===== src/rtl/unidade_controle_if.sv =====
// Control-unit bus bundle: processor-side inputs (Run, DIN, GNZ) and all
// register-file / ALU / memory strobes. The control unit uses the slave
// modport; the processor side (datapath or bench) uses the master modport.
interface unidade_controle_if #(
    parameter int n = 16
);
    logic         Run;
    logic [n-1:0] DIN;
    logic         GNZ;
    logic         Done;
    logic         IncrPc;
    logic [7:0]   Rin;
    logic [7:0]   Rout;
    logic         Gout;
    logic         DINout;
    logic         Ain;
    logic         Gin;
    logic         AddSub;
    logic         ADDRin;
    logic         DOUTin;
    logic         W_D;

    modport master (
        output Run, DIN, GNZ,
        input  Done, IncrPc, Rin, Rout, Gout, DINout,
               Ain, Gin, AddSub, ADDRin, DOUTin, W_D
    );

    modport slave (
        input  Run, DIN, GNZ,
        output Done, IncrPc, Rin, Rout, Gout, DINout,
               Ain, Gin, AddSub, ADDRin, DOUTin, W_D
    );
endinterface


===== src/rtl/unidade_controle.sv =====
// Multi-cycle control FSM for the 16-bit simple processor.
// Fetch: T0 puts R7 on the bus into ADDR and bumps the PC, T1 covers memory
// latency, T2 latches the 9-bit instruction (III XXX YYY) into IR.
// Execute: EX1..EX3 sequence the per-opcode strobes; Done marks the last cycle.
// Optional feature: define UNIDADE_CONTROLE_MVNZ_EN to make opcode 110 a
// conditional move (mv when GNZ=1); otherwise 110 is a NOP and GNZ is ignored.
module unidade_controle #(
    parameter int n = 16
) (
    input  logic                 Clock,
    input  logic                 Clear,
    unidade_controle_if.slave    bus
);

    typedef enum logic [2:0] {
        S_IDLE,
        S_T0,
        S_T1,
        S_T2,
        S_EX1,
        S_EX2,
        S_EX3
    } state_t;

    state_t     state_q;
    logic [8:0] ir_q;
    logic [8:0] ir_d;

    logic [2:0] op;
    logic [7:0] x_oh;
    logic [7:0] y_oh;

    logic       done;
    logic       incr_pc;
    logic [7:0] rin;
    logic [7:0] rout;
    logic       gout;
    logic       dinout;
    logic       ain;
    logic       gin;
    logic       addsub;
    logic       addrin;
    logic       doutin;
    logic       w_d;

    assign ir_d = bus.DIN[n-1 -: 9];
    assign op   = ir_q[8:6];
    assign x_oh = 8'h01 << ir_q[5:3];
    assign y_oh = 8'h01 << ir_q[2:0];

`ifdef UNIDADE_CONTROLE_MVNZ_EN
    logic unused_bits;
    assign unused_bits = ^bus.DIN[n-10:0];
`else
    logic unused_bits;
    assign unused_bits = ^{bus.GNZ, bus.DIN[n-10:0]};
`endif

    // Strobe decode from state and IR; Clear blanks every output in its cycle.
    always_comb begin
        done    = 1'b0;
        incr_pc = 1'b0;
        rin     = '0;
        rout    = '0;
        gout    = 1'b0;
        dinout  = 1'b0;
        ain     = 1'b0;
        gin     = 1'b0;
        addsub  = 1'b0;
        addrin  = 1'b0;
        doutin  = 1'b0;
        w_d     = 1'b0;
        if (!Clear) begin
            case (state_q)
                S_T0: begin
                    rout    = 8'h80;
                    addrin  = 1'b1;
                    incr_pc = 1'b1;
                end
                S_EX1: begin
                    case (op)
                        3'b000: begin
                            rout = y_oh;
                            rin  = x_oh;
                            done = 1'b1;
                        end
                        3'b001: begin
                            rout    = 8'h80;
                            addrin  = 1'b1;
                            incr_pc = 1'b1;
                        end
                        3'b010, 3'b011: begin
                            rout = x_oh;
                            ain  = 1'b1;
                        end
                        3'b100, 3'b101: begin
                            rout   = y_oh;
                            addrin = 1'b1;
                        end
                        3'b110: begin
                            done = 1'b1;
`ifdef UNIDADE_CONTROLE_MVNZ_EN
                            if (bus.GNZ) begin
                                rout = y_oh;
                                rin  = x_oh;
                            end
`endif
                        end
                        default: done = 1'b1;
                    endcase
                end
                S_EX2: begin
                    case (op)
                        3'b010, 3'b011: begin
                            rout   = y_oh;
                            gin    = 1'b1;
                            addsub = op[0];
                        end
                        3'b101: begin
                            rout   = x_oh;
                            doutin = 1'b1;
                            w_d    = 1'b1;
                            done   = 1'b1;
                        end
                        default: ;
                    endcase
                end
                S_EX3: begin
                    case (op)
                        3'b001, 3'b100: begin
                            dinout = 1'b1;
                            rin    = x_oh;
                            done   = 1'b1;
                        end
                        3'b010, 3'b011: begin
                            gout = 1'b1;
                            rin  = x_oh;
                            done = 1'b1;
                        end
                        default: ;
                    endcase
                end
                default: ;
            endcase
        end
    end

    // State sequencing and IR capture; Run is only looked at in IDLE and Done cycles.
    always_ff @(posedge Clock) begin
        if (Clear) begin
            state_q <= S_IDLE;
            ir_q    <= '0;
        end else begin
            case (state_q)
                S_IDLE: if (bus.Run) state_q <= S_T0;
                S_T0:   state_q <= S_T1;
                S_T1:   state_q <= S_T2;
                S_T2: begin
                    ir_q    <= ir_d;
                    state_q <= S_EX1;
                end
                S_EX1: state_q <= done ? (bus.Run ? S_T0 : S_IDLE) : S_EX2;
                S_EX2: state_q <= done ? (bus.Run ? S_T0 : S_IDLE) : S_EX3;
                S_EX3: state_q <= bus.Run ? S_T0 : S_IDLE;
                default: state_q <= S_IDLE;
            endcase
        end
    end

    assign bus.Done   = done;
    assign bus.IncrPc = incr_pc;
    assign bus.Rin    = rin;
    assign bus.Rout   = rout;
    assign bus.Gout   = gout;
    assign bus.DINout = dinout;
    assign bus.Ain    = ain;
    assign bus.Gin    = gin;
    assign bus.AddSub = addsub;
    assign bus.ADDRin = addrin;
    assign bus.DOUTin = doutin;
    assign bus.W_D    = w_d;

endmodule


===== src/flat_wrapper.sv =====
// flat-port wrapper written by rule: the top's interface ports become plain ports
module unidade_controle_flat 
#(
    parameter int n = 16
)
  (Clock, Clear, bus_Run, bus_DIN, bus_GNZ, bus_Done, bus_IncrPc, bus_Rin, bus_Rout, bus_Gout, bus_DINout, bus_Ain, bus_Gin, bus_AddSub, bus_ADDRin, bus_DOUTin, bus_W_D);
  unidade_controle_if #(.n(n)) bus_i ();
  input  logic Clock;
  input  logic Clear;
  input wire logic [$bits(bus_i.Run)-1:0] bus_Run;
  input wire logic [$bits(bus_i.DIN)-1:0] bus_DIN;
  input wire logic [$bits(bus_i.GNZ)-1:0] bus_GNZ;
  output wire logic [$bits(bus_i.Done)-1:0] bus_Done;
  output wire logic [$bits(bus_i.IncrPc)-1:0] bus_IncrPc;
  output wire logic [$bits(bus_i.Rin)-1:0] bus_Rin;
  output wire logic [$bits(bus_i.Rout)-1:0] bus_Rout;
  output wire logic [$bits(bus_i.Gout)-1:0] bus_Gout;
  output wire logic [$bits(bus_i.DINout)-1:0] bus_DINout;
  output wire logic [$bits(bus_i.Ain)-1:0] bus_Ain;
  output wire logic [$bits(bus_i.Gin)-1:0] bus_Gin;
  output wire logic [$bits(bus_i.AddSub)-1:0] bus_AddSub;
  output wire logic [$bits(bus_i.ADDRin)-1:0] bus_ADDRin;
  output wire logic [$bits(bus_i.DOUTin)-1:0] bus_DOUTin;
  output wire logic [$bits(bus_i.W_D)-1:0] bus_W_D;
  assign bus_i.Run = bus_Run;
  assign bus_i.DIN = bus_DIN;
  assign bus_i.GNZ = bus_GNZ;
  assign bus_Done = bus_i.Done;
  assign bus_IncrPc = bus_i.IncrPc;
  assign bus_Rin = bus_i.Rin;
  assign bus_Rout = bus_i.Rout;
  assign bus_Gout = bus_i.Gout;
  assign bus_DINout = bus_i.DINout;
  assign bus_Ain = bus_i.Ain;
  assign bus_Gin = bus_i.Gin;
  assign bus_AddSub = bus_i.AddSub;
  assign bus_ADDRin = bus_i.ADDRin;
  assign bus_DOUTin = bus_i.DOUTin;
  assign bus_W_D = bus_i.W_D;
  unidade_controle #(.n(n)) u_core (.Clock(Clock), .Clear(Clear), .bus(bus_i));
endmodule

===== config.mk =====
export PLATFORM = sky130hd
export DESIGN_NAME = unidade_controle_flat
export DESIGN_NICKNAME = d
export VERILOG_FILES = /design/src/rtl/unidade_controle_if.sv /design/src/rtl/unidade_controle.sv /design/src/flat_wrapper.sv
export SDC_FILE = /design/constraint.sdc
export NUM_CORES = 1
export LEC_CHECK = 0
export ABC_AREA = 0
export ABC_CLOCK_PERIOD_IN_PS = 1800
export BUFFER_PORTS_ARGS = -buffer_cell sky130_fd_sc_hd__buf_2
export CAP_MARGIN = 25
export CORE_MARGIN = 8
export CORE_UTILIZATION = 40
export CTS_CLUSTER_SIZE = 16
export DETAILED_ROUTE_END_ITERATION = 16
export GPL_ROUTABILITY_DRIVEN = 0
export GPL_TIMING_DRIVEN = 0
export PLACE_DENSITY = 0.69
export SYNTH_ARGS = -nofsm -noshare
export SYNTH_HDL_FRONTEND = slang
export SYNTH_SLANG_ARGS = --single-unit

===== constraint.sdc =====
create_clock -name Clock -period 1.8 [get_ports Clock]
set_input_delay 0.09 -clock Clock [delete_from_list [all_inputs] [get_ports Clock]]
set_output_delay 0.09 -clock Clock [all_outputs]
set_load 0.03 [all_outputs]

# == After elaboration in Yosys (flattened, before gate mapping) ==
# Cells that the tools add are included.
# op_classes
n_div,0
n_shift,2
mul,0
bitwise,0
magnitude_cmp,0
n_eq_ne,12
reduce_logical,8
n_mux,39
n_addsub,0
# op_table
cell,n
$pmux 8 s3,2
$mux 8,4
$pmux 8 s2,2
$mux 1,24
$pmux 3 s7,1
$shl 1x3->8 const A,2
$eq 3x3->1 const B,5
$eq 3x2->1 const B,4
$mux 3,3
$eq 3x1->1 const B,2
$logic_not 3->1,2
$reduce_or 3->1,2
$reduce_or 5->1,1
$pmux 1 s2,2
$reduce_or 2->1,2
$reduce_or 4->1,1
$pmux 1 s3,1
$ne 2x2->1 const B,1
# totals
romBits,0
ramBits,0
out_inout_bits,26
n_memories,0
regBits,12
input_bits,20
latchBits,0

# == Depth between registers and ports, before layout ==
# Gate-level depths: netlist of run 1.
# logic_depth
word_depth,7
ltp_mapped,7
depth_no_buf,7

# == Least setup slack after synthesis of run 1 ==
# OpenSTA, ideal clock, no wires.
# synth_timing
path_kind,reg2out
start,reg u_core.ir_q[7]
end,out bus_Rout[0]
arrival_ns,2.182
t_required_ns,1.710
path_stages_with_launch,7
setup_slack_ns,-0.472
path_cell_list,dfxtp_1 ha_1 nor4b_4 o21ai_0 nand2_1 nand2b_1 o41ai_1
# synth_between
elab_chain_len,5
word_cells_on_any_way,12
cone_classes,eq/ne (5); mux (4); reduce/logical (3)
# synth_rtl
item,line_no,source
start: declaration,unidade_controle.sv:26,logic [8:0] ir_q;
start signal: assignment,unidade_controle.sv:159,ir_q <= ir_d;
"$eq 3x3->1, or another cell as far along","unidade_controle.sv:81, unidade_controle.sv:113",
$reduce_or 3->1 (no line) / $reduce_or 2->1 (equally long branches),n/a,
$pmux 8 s3 / $pmux 8 s2 (equally long branches),"unidade_controle.sv:81, unidade_controle.sv:113",
$pmux 8 s3 (*),unidade_controle.sv:74,case (state_q)
$mux 8 (*),unidade_controle.sv:73,if (!Clear) begin
end: declaration,flat_wrapper.sv:16,output wire logic [$bits(bus_i.Rout)-1:0] bus_Rout;
# Mark *: on every way between the ends. The rest lies on a longest branch, timed or not.

# == Worst setup path after layout of run 1 ==
# layout_timing
start,reg u_core.ir_q[8]
end,out bus_Rout[2]
# The elaborated chain is that of the path after synthesis.

==> results of run 1 <==
## sequential cells by signal (all words and copies together), names as in the netlist
register	count
u_core.state_q	3
u_core.ir_q	9
## Yosys cell counts, types with 2 or more instances
| library cell | count |
|---|---|
| ha_1 | 4 |
| nor2b_1 | 2 |
| nand2_1 | 23 |
| clkbuf_1 | 7 |
| o21ai_1 | 2 |
| nor2_1 | 16 |
| inv_1 | 4 |
| nor3_1 | 7 |
| nand3_1 | 15 |
| o21a_1 | 2 |
| o41ai_1 | 2 |
| a21oi_1 | 14 |
| o22ai_1 | 2 |
| buf_4 | 2 |
| dfxtp_1 | 12 |
| nand4_1 | 4 |
| nand2b_1 | 8 |
| and3_1 | 3 |
| clkbuf_8 | 3 |
## layout make-up
type,count,share of cell area
Inverter,4,0.00904
Clock buffer,3,0.0136
Buffer,13,0.0558
Multi-Input combinational cell,127,0.545
Sequential cell,12,0.151
Tap cell,31,0.0234
Timing Repair Buffer,46,0.202
## power groups by stage
stage / clock network [W] / registers (W) / logic (W)
after global placement: 0 / 0.000291 / 0.000146
after floorplan: 0 / 0.000289 / 0.000113
after detailed placement: 0 / 0.000292 / 0.000149
after global routing: 0.000172 / 0.000289 / 0.000199
after CTS: 0.000157 / 0.000283 / 0.000159
final: 0.000158 / 0.000287 / 0.000184
## final timing paths
kind / start / end / slack (ns) / cells after the start
worst max-delay path: u_core.ir_q[8] / bus_Rout[2] / -0.30 / 6
worst min-delay path: Clear / u_core.ir_q[8] / 0.04 / 2
worst max register to register: u_core.ir_q[7] / u_core.state_q[0] / 0.10 / 7
worst min register to register: u_core.ir_q[6] / u_core.ir_q[6] / 0.53 / 2
## per-stage QoR
step	total power [W]	util	worst slack, ns	setup TNS (ns)
2_1_floorplan	0.000402	-	-0.0882	-0.0980
3_3_place_gp	0.000437	0.511	-0.0650	-0.193
3_5_place_dp	0.000441	0.511	-0.126	-0.670
4_1_cts	0.000599	0.575	-0.224	-2.25
5_1_grt	0.000659	0.618	-0.383	-4.27
6_report	0.000629	0.618	-0.301	-2.87
## layer usage
| metal | track usage | up-vias |
|---|---|---|
| met1 | 0.185 | 626 |
| met2 | 0.249 | 58 |
| met3 | 0.0311 | 12 |
| li1 | - | 652 |
| met5 | 0 | - |
| met4 | 0.0486 | 0 |
## critical path, stage by stage, from the launching register on
cell and delay (ns):
dfxtp_4 0.38, ha_4 0.17, nor4b_4 0.33, o21ai_2 0.15
a211o_1 0.38, o21ai_2 0.17, buf_6 0.16
## kinds of logic after synthesis
kind of cell	Yosys count
AOI/OAI and AO/OA	32
muxes	1
adders and majority gates	4
and+or+nand+nor	89
buffers and inverters	17
DFF	12
xor gates and xnor gates	1
## timing repair
| item | in CTS | in global routing |
|---|---|---|
| pin swaps | 9 | 8 |
| gates resized for setup | 40 | 26 |
| buffers inserted | 5 | 5 |
| hold buffers | 0 | 0 |
| setup endpoints to repair | 18 | 22 |
==> run_results.csv, run 1 <==
group,metric,value,unit
status,outcome,"finished, violations left",
status,violations,"negative setup slack",
clock_tree,cts_max_path_buffers,2,
global_route,grt_pass1_vias,1247,
sta,fin_skew,0.00225,ns
pwr,pwr_density_cell,379,nW/um2
yosys,synth_largest_area_cell,"dfxtp_1",
route,first_pass_iters,4,
yosys,syn_area_per_cell,7.03,um2
pwr,power.switching,0.000199,W
sta,hold_ws,0.0447,ns
clock_tree,clk_pin_slew,0.07,ns
final_layout,register_area,251,um2
yosys,ys_ff_latch,12,
global_route,grt_usage,0.149,
yosys,synth_flop_cell,"dfxtp_1",
placed_design,dp.cells,223,
floorplan,rows,19,
setup_path,crit_type,"reg2out",
worst_hold_path,hp-class,"in2reg",
final_layout,multiInputGateArea,905,um2
clock_tree,cts_tree,"done",
sta,rsz0062_at_grt,"true",
final_layout,diodes,0,
setup_path,cp-start-kind,"flip-flop",
pwr,power.leakage,0.659,nW
yosys,netlist_instances,156,
yosys,ys_types,43,
yosys,yosys.area_share.xor_xnor,0.00799,
sta,fmax,476,MHz
final_layout,layout_commonest_cell,"buf_4",
yosys,synth_adder_area_share,0.0457,
sta,fin_crit_sh,1.17,
placed_design,dpl_cell_area,1370,um2
route,routedWlPerCell,15.7,um
route,wl_met2,1770,um
final_layout,final.fill_count,235,
floorplan,die_area,4670,um2
floorplan,floorplan.initialDensity,0.408,
placed_design,io_buffers,36,
sta,setup_slack,-0.301,ns
sta,worst_slew_pin_slew,0.526,ns
yosys,seq_area_frac_synth,0.219,
yosys,syn-num-nets,180,
pwr,vdd_drop_max,0.000506,V
setup_path,required,1.71,ns
final_layout,fin_area,1660,um2
sta,slew_headroom,0.649,
pwr,internal_power,0.000430,W
sta,final_max_slew_viol_count,0,
final_layout,layout.cells.non_filler,236,
final_layout,fin_nets,231,
floorplan,die_x,68.3,um
final_layout,drive_gt1_frac,0.468,
setup_path,worstPathMaxFanout,7,
global_route,antenna_found_initial,0,
yosys,synth_top_family_by_area,"simple AND/OR/NAND/NOR gates",
route,final_antenna_net_count,0,
clock_tree,clk_latency,0.27,ns
yosys,synth-simple-area-share,0.427,
clock_tree,cts_buffers,3,
pwr,power_frac_comb,0.293,
run,max-cap-violations,0,
route,dr.max_layer_used,"met4",
final_layout,area_growth,51.5,%
yosys,yosysWarningCount,0,
sta,period_needed,2.10,ns
setup_path,crit_arrival,2.01,ns
clock_tree,htreeDepth,1,
sta,finalSetupViolCount,16,
route,drtIter0Drc,70,
floorplan,core-area,2690,um2
pwr,p_sw_frac,0.316,
sta,hold_viol_final,0,
route,dr_wl_met3,246,um
yosys,ys_async_sr_fraction,0,
yosys,synth_area,1100,um2
floorplan,die_h,68.3,um
global_route,grt_max_degree,11,
floorplan,io_pins,46,
global_route,grt_pass1_wl,5540,um
setup_path,endpoint_kind,"output port",
route,wirelength,3710,um
route,drc,0,
yosys,synth_top_area_share,0.219,
clock_tree,cts_sinks,12,
yosys,synth-edff-count,0,
route,vias_per_cell,5.71,
yosys,synth_compound_area_frac,0.194,
route,vias,1348,
global_route,grt_overflow,0,
clock_tree,clock-root-buffer,"clkbuf_4",
final_layout,final_cell_mix,"20 x buf_4, 19 x nand2_1, 19 x buf_2",
route,wirelength_met1,1590,um
pwr,p_clk_frac,0.251,
yosys,synth.area.mux_share,0.0137,
pwr,p_seq_frac,0.456,
yosys,ys_top_cells_by_area,"dfxtp_1 22%, nand2_1 7.9%, nand3_1 6.8%, a21oi_1 6.4%, nor2_1 5.5%",
placed_design,hpwl,2450,um
No activity file was read; power rests on OpenSTA's default activity.
==> run 2: changes to the inputs <==
--- a/config.mk
+++ b/config.mk
@@ -6,7 +6,7 @@
 export NUM_CORES = 1
 export LEC_CHECK = 0
 export ABC_AREA = 0
-export ABC_CLOCK_PERIOD_IN_PS = 1800
+export ABC_CLOCK_PERIOD_IN_PS = 1900
 export BUFFER_PORTS_ARGS = -buffer_cell sky130_fd_sc_hd__buf_2
 export CAP_MARGIN = 25
 export CORE_MARGIN = 8
@@ -15,7 +15,7 @@
 export DETAILED_ROUTE_END_ITERATION = 16
 export GPL_ROUTABILITY_DRIVEN = 0
 export GPL_TIMING_DRIVEN = 0
-export PLACE_DENSITY = 0.69
+export PLACE_DENSITY = 0.71
 export SYNTH_ARGS = -nofsm -noshare
 export SYNTH_HDL_FRONTEND = slang
 export SYNTH_SLANG_ARGS = --single-unit
==> constraint.sdc (replaced) <==
create_clock -name Clock -period 1.9 [get_ports Clock]
set_input_delay 0.095 -clock Clock [delete_from_list [all_inputs] [get_ports Clock]]
set_output_delay 0.095 -clock Clock [all_outputs]
set_load 0.03 [all_outputs]
==> run 2 against run 1 <==
Total power is 5.2% lower. First-iteration DRC count is 31% lower. Routed wire length is 1.6% lower. Die area stayed put. Sequential power is 6% lower. Core utilization is 2.0 points lower. Combinational power is 7% lower. Critical endpoint is now bus_Rout[4]. The flow still finishes with violations (negative setup slack). Cell area is 3.2% lower. Hold slack worse by 0.0052 ns. Clock skew is 0.0097 ns higher.
==> run_results.csv, run 2 (synthesis gave the netlist of run 1 again) <==
group,metric,value,unit
status,outcome,"finished, violations left",
status,violations,"negative setup slack",
final_layout,fin_util,0.598,
clock_tree,clk_latency,0.28,ns
sta,final_max_slew_viol_count,0,
global_route,grt_max_degree,11,
floorplan,die_x,68.3,um
route,vias_per_cell,5.62,
clock_tree,cts_buffers,3,
run,max-cap-violations,0,
clock_tree,cts_tree,"done",
final_layout,final_cell_mix,"25 x buf_4, 21 x nand2_1, 20 x buf_2",
clock_tree,clk_pin_slew,0.08,ns
route,vias,1326,
floorplan,floorplan.initialDensity,0.408,
floorplan,die_h,68.3,um
worst_hold_path,holdPathStages,2,
pwr,total_power,0.000596,W
sta,fin_skew,0.0119,ns
pwr,power.leakage,0.653,nW
final_layout,layout_commonest_cell,"buf_4",
global_route,antenna_found_initial,0,
global_route,grt_pass1_wl,5770,um
pwr,power.switching,0.000193,W
sta,rsz0062_at_grt,"true",
final_layout,max_flop_register,"u_core.ir_q",
worst_hold_path,min_from,"Clear",
sta,fin_crit_sh,1.05,
placed_design,dpl_cell_area,1340,um2
worst_hold_path,min_to,"u_core.ir_q[8]",
route,routedWlPerCell,15.5,um
floorplan,die_area,4670,um2
route,first_pass_iters,4,
final_layout,fin_area,1610,um2
setup_path,crit_arrival,1.91,ns
setup_path,crit_start,"u_core.ir_q[7]",
setup_path,required,1.80,ns
pwr,p_clk_frac,0.260,
setup_path,ff2ff_setup_slack,0.10,ns
setup_path,worstPathMaxFanout,5,
pwr,p_seq_frac,0.453,
setup_path,worst_r2r_endpoint,"u_core.state_q[0]",
final_layout,largestRegisters,"u_core.ir_q x9, u_core.state_q x3",
global_route,grt_usage,0.154,
final_layout,diodes,0,
final_layout,fin_nets,231,
route,wirelength,3650,um
placed_design,hpwl,2440,um
worst_hold_path,hp-class,"in2reg",
setup_path,endpoint_kind,"output port",
route,drc,0,
final_layout,largest_reg_flops,9,
sta,period_needed,2.00,ns
clock_tree,clock-root-buffer,"clkbuf_4",
route,drtIter0Drc,48,
placed_design,io_buffers,36,
final_layout,drive_gt1_frac,0.424,
route,final_antenna_net_count,0,
clock_tree,htreeDepth,1,
final_layout,final.fill_count,239,
sta,worst_slew_pin_slew,0.523,ns
pwr,internal_power,0.000403,W
pwr,power_frac_comb,0.286,
clock_tree,cts_max_path_buffers,2,
global_route,grt_overflow,0,
clock_tree,cts_sinks,12,
sta,slew_headroom,0.651,
setup_path,cp-start-kind,"flip-flop",
final_layout,area_growth,46.6,%
floorplan,core-area,2690,um2
floorplan,rows,19,
pwr,p_sw_frac,0.323,
sta,fmax,500,MHz
global_route,grt_pass1_vias,1274,
sta,hold_viol_final,0,
sta,finalSetupViolCount,15,
floorplan,io_pins,46,
setup_path,rr_worst_depth,7,
setup_path,crit_type,"reg2out",
setup_path,rr_startpoint,"u_core.ir_q[8]",
pwr,vdd_drop_max,0.000375,V
pwr,pwr_density_cell,371,nW/um2
sta,tns,-0.815,ns
sta,setup_slack,-0.102,ns
==> run 2: how the worst max path moves through the flow <==
stage / endpoint / slack (ns) / cells after the start
floorplan: bus_Rout[6] / 0.003 / 5
global route: bus_Rout[0] / -0.21 / 7
global placement: bus_Rout[6] / 0.06 / 6
CTS: bus_Rout[6] / -0.13 / 6
detailed placement: bus_Rout[6] / 0.02 / 6
finish: bus_Rout[4] / -0.10 / 7
==> run 2: through the flow <==
stage          std cells  worst slack [ns]  hold WS [ns]
2_1_floorplan        156           0.00310         0.256
3_3_place_gp         223            0.0613         0.328
3_5_place_dp         223            0.0160         0.332
4_1_cts              233            -0.134        0.0336
5_1_grt              236            -0.206        0.0476
6_report             236            -0.102        0.0395
==> run 2: timing repair <==
item | CTS | global route
gates resized for setup | 39 | 12
hold buffers | 0 | 0
pin swaps | 12 | 5
setup endpoints to repair | 17 | 18
setup buffers | 7 | 3
==> run 2: worst max-delay path, cell delays in order, from the launching register on <==
cell and delay [ns]:
dfxtp_4 0.38, ha_4 0.16, nor4b_4 0.29, a32oi_2 0.14
nor2_1 0.14, nand2_2 0.09, o32ai_2 0.22, buf_4 0.20
==> run 2: power groups by stage <==
stage | combinational (W) | clock [W] | sequential (W)
global placement | 0.000137 | 0 | 0.000276
CTS | 0.000154 | 0.000157 | 0.000268
detailed placement | 0.000141 | 0 | 0.000276
floorplan | 0.000105 | 0 | 0.000274
global route | 0.000185 | 0.000170 | 0.000271
finish | 0.000171 | 0.000155 | 0.000270
==> run 2: final cells by class <==
cell class	instances	area, um2	share of cell area
sequential	12	251	0.157
inverter	4	15.0	0.00935
clock buffer	3	22.5	0.0140
timing repair buffer	46	307	0.191
buffer	13	88.8	0.0553
multi-input combinational	127	883	0.550
tap	31	38.8	0.0241
==> run 2: per-layer routing <==
metal | GRT usage | up-vias | part of all wire
met5 | 0 | - | 0
met4 | 0.0409 | 0 | 0.0093
met3 | 0.0327 | 4 | 0.066
met2 | 0.280 | 52 | 0.51
met1 | 0.178 | 618 | 0.41
li1 | - | 652 | -
==> run 3: changes to the inputs <==
--- a/config.mk
+++ b/config.mk
@@ -8,8 +8,8 @@
 export ABC_AREA = 0
 export ABC_CLOCK_PERIOD_IN_PS = 1900
 export BUFFER_PORTS_ARGS = -buffer_cell sky130_fd_sc_hd__buf_2
-export CAP_MARGIN = 25
-export CORE_MARGIN = 8
+export CAP_MARGIN = 20
+export CORE_MARGIN = 2
 export CORE_UTILIZATION = 40
 export CTS_CLUSTER_SIZE = 16
 export DETAILED_ROUTE_END_ITERATION = 16
==> constraint.sdc (replaced) <==
create_clock -name Clock -period 1.9 [get_ports Clock]
set_input_delay 0.38 -clock Clock [delete_from_list [all_inputs] [get_ports Clock]]
set_output_delay 0.38 -clock Clock [all_outputs]
set_load 0.03 [all_outputs]
==> run 3 against run 2 <==
The flow still finishes with violations (negative setup slack). Count of clock-buffer cells in the layout unchanged. Worst setup slack worse by 0.42 ns. Clock skew down 0.0056 ns. Final cell count increased by 1.7%. Hold slack gained 0.32 ns. Register-to-register slack got worse by 0.08 ns. Sequential cell count is the same. Routed wire length increased by 7.2%. Die area fell by 32%. Cell area rose by 17%. Total power up 6.6%. First-iteration DRC count rose by 23%. Critical path type unchanged. Critical endpoint unchanged. Highest routed layer unchanged.
==> run_results.csv, run 3 (synthesis gave the netlist of run 1 again) <==
group,metric,value,unit
setup_path,crit_arrival,2.04,ns
setup_path,crit_buf_inv,1,
final_layout,fin_nets,236,
placed_design,dpl_worst_slack,-0.351,ns
final_layout,largestRegisters,"u_core.ir_q x9, u_core.state_q x3",
clock_tree,cts_sinks,12,
pwr,vdd_drop_max,0.000364,V
floorplan,die_h,56.3,um
setup_path,worstPathMaxFanout,5,
final_layout,drive_gt1_frac,0.552,
clock_tree,cts_tree,"done",
worst_hold_path,min_from,"Clear",
clock_tree,clk_pin_slew,0.07,ns
route,final_antenna_net_count,0,
floorplan,die_area,3170,um2
sta,fmax,414,MHz
setup_path,rr_startpoint,"u_core.ir_q[8]",
global_route,grt_pass1_wl,5410,um
worst_hold_path,hp-class,"in2reg",
run,max-cap-violations,0,
placed_design,io_buffers,36,
global_route,grt_pass1_vias,1236,
setup_path,endpoint_kind,"output port",
status,violations,"negative setup slack",
final_layout,fin_area,1880,um2
placed_design,dpl_cell_area,1410,um2
final_layout,layout_commonest_cell,"buf_4",
route,routedWlPerCell,16.3,um
sta,finalSetupViolCount,19,
setup_path,cp_cell_sequence,"ha_4 > nor4b_4 > a32oi_2 > nor2_1 > nand2_2 > o32ai_2 > buf_4",
setup_path,critical-path-max-stage-delay,0.38,ns
setup_path,crit_start,"u_core.ir_q[8]",
floorplan,rows,18,
setup_path,cp_top_family,"simple AND/OR/NAND/NOR gates",
route,drtIter0Drc,59,
global_route,grt_overflow,0,
clock_tree,cts_buffers,3,
floorplan,die_x,56.3,um
final_layout,largest_reg_flops,9,
sta,fin_crit_sh,1.27,
clock_tree,htreeDepth,1,
route,vias_per_cell,5.85,
clock_tree,clock-root-buffer,"clkbuf_4",
status,outcome,"finished, violations left",
floorplan,io_pins,46,
global_route,antenna_found_initial,0,
worst_hold_path,holdPathStages,2,
setup_path,rr_worst_depth,8,
clock_tree,clk_latency,0.27,ns
setup_path,crit_slowest_cell,"dfxtp_4",
sta,hold_viol_final,0,
floorplan,floorplan.initialDensity,0.431,
sta,final_max_slew_viol_count,0,
setup_path,crit_type,"reg2out",
route,wirelength,3910,um
sta,fin_skew,0.00635,ns
sta,setup_slack,-0.518,ns
pwr,pwr_density_cell,338,nW/um2
sta,slew_headroom,0.639,
final_layout,area_growth,71.8,%
final_layout,final_cell_mix,"26 x buf_4, 20 x nand2_1, 15 x buf_6",
sta,worst_slew_pin_slew,0.542,ns
global_route,grt_usage,0.206,
clock_tree,ctsHoldBuffers,0,
pwr,power.leakage,0.741,nW
final_layout,diodes,0,
clock_tree,cts_max_path_buffers,2,
pwr,total_power,0.000636,W
global_route,grt_max_degree,11,
floorplan,core-area,2540,um2
sta,rsz0062_at_grt,"true",
final_layout,max_flop_register,"u_core.ir_q",
setup_path,cp-start-kind,"flip-flop",
route,vias,1403,
route,first_pass_iters,4,
route,drc,0,
sta,period_needed,2.42,ns
placed_design,hpwl,2260,um
final_layout,final.fill_count,190,
setup_path,cp.depth,7,
setup_path,required,1.52,ns
==> run 3: cell count changes in the layout (fill, tap and decap cells not counted), sizes merged <==
| cell | delta |
|---|---|
| buf | +9 |
| clkbuf | -4 |
==> run 3: repair_timing <==
item,in CTS,in global routing
endpoints found under the setup margin,20,23
endpoints found under the hold margin,0,0
setup buffers,6,10
gates resized for setup,54,41
pin swaps,11,11
==> run 3: worst paths after layout <==
path	end	slack [ns]
max	bus_Rout[4]	-0.52
min	u_core.ir_q[8]	0.36
max reg2reg	u_core.state_q[0]	0.02
min reg2reg	u_core.ir_q[8]	0.54
==> run 3: final cells by class <==
class	count	area, um2	share of cell area
Multi-Input combinational cell	127	1050	0.555
Timing Repair Buffer	52	408	0.217
Sequential cell	12	255	0.136
Buffer	12	96.3	0.0512
Tap cell	30	37.5	0.0199
Clock buffer	3	22.5	0.0120
Inverter	4	17.5	0.00930
==> run 3: routing by layer <==
metal / track usage / wire [um] / vias to the layer above
met5: 0 / 0 / -
met4: 0.0680 / 66 / 0
met3: 0.0323 / 289 / 8
met2: 0.339 / 1940 / 79
met1: 0.273 / 1620 / 652
li1: - / - / 664
==> run 3: worst register-to-register path, delay by kind of cell (launching register included) <==
kind	cells	cell delay, ns
xor gates and xnor gates	1	0.14
AOI/OAI and AO/OA	3	0.57
buffers and inverters	3	0.41
muxes	1	0.29
DFF	1	0.38
==> run 3: report_power, final <==
group          leakage (nW)  internal (W)  switching, W
Sequential            0.101      0.000259     0.0000147
Combinational         0.627     0.0000897      0.000118
Clock                0.0138     0.0000734     0.0000808
==> run 3: stage by stage <==
stage,setup TNS (ns),util,instances,hold slack (ns)
5_1_grt,-7.51,0.740,240,0.362
3_3_place_gp,-1.31,0.553,222,0.504
3_5_place_dp,-1.82,0.553,222,0.525
4_1_cts,-4.91,0.649,230,0.340
2_1_floorplan,-0.380,-,156,0.483
6_report,-6.22,0.740,240,0.355
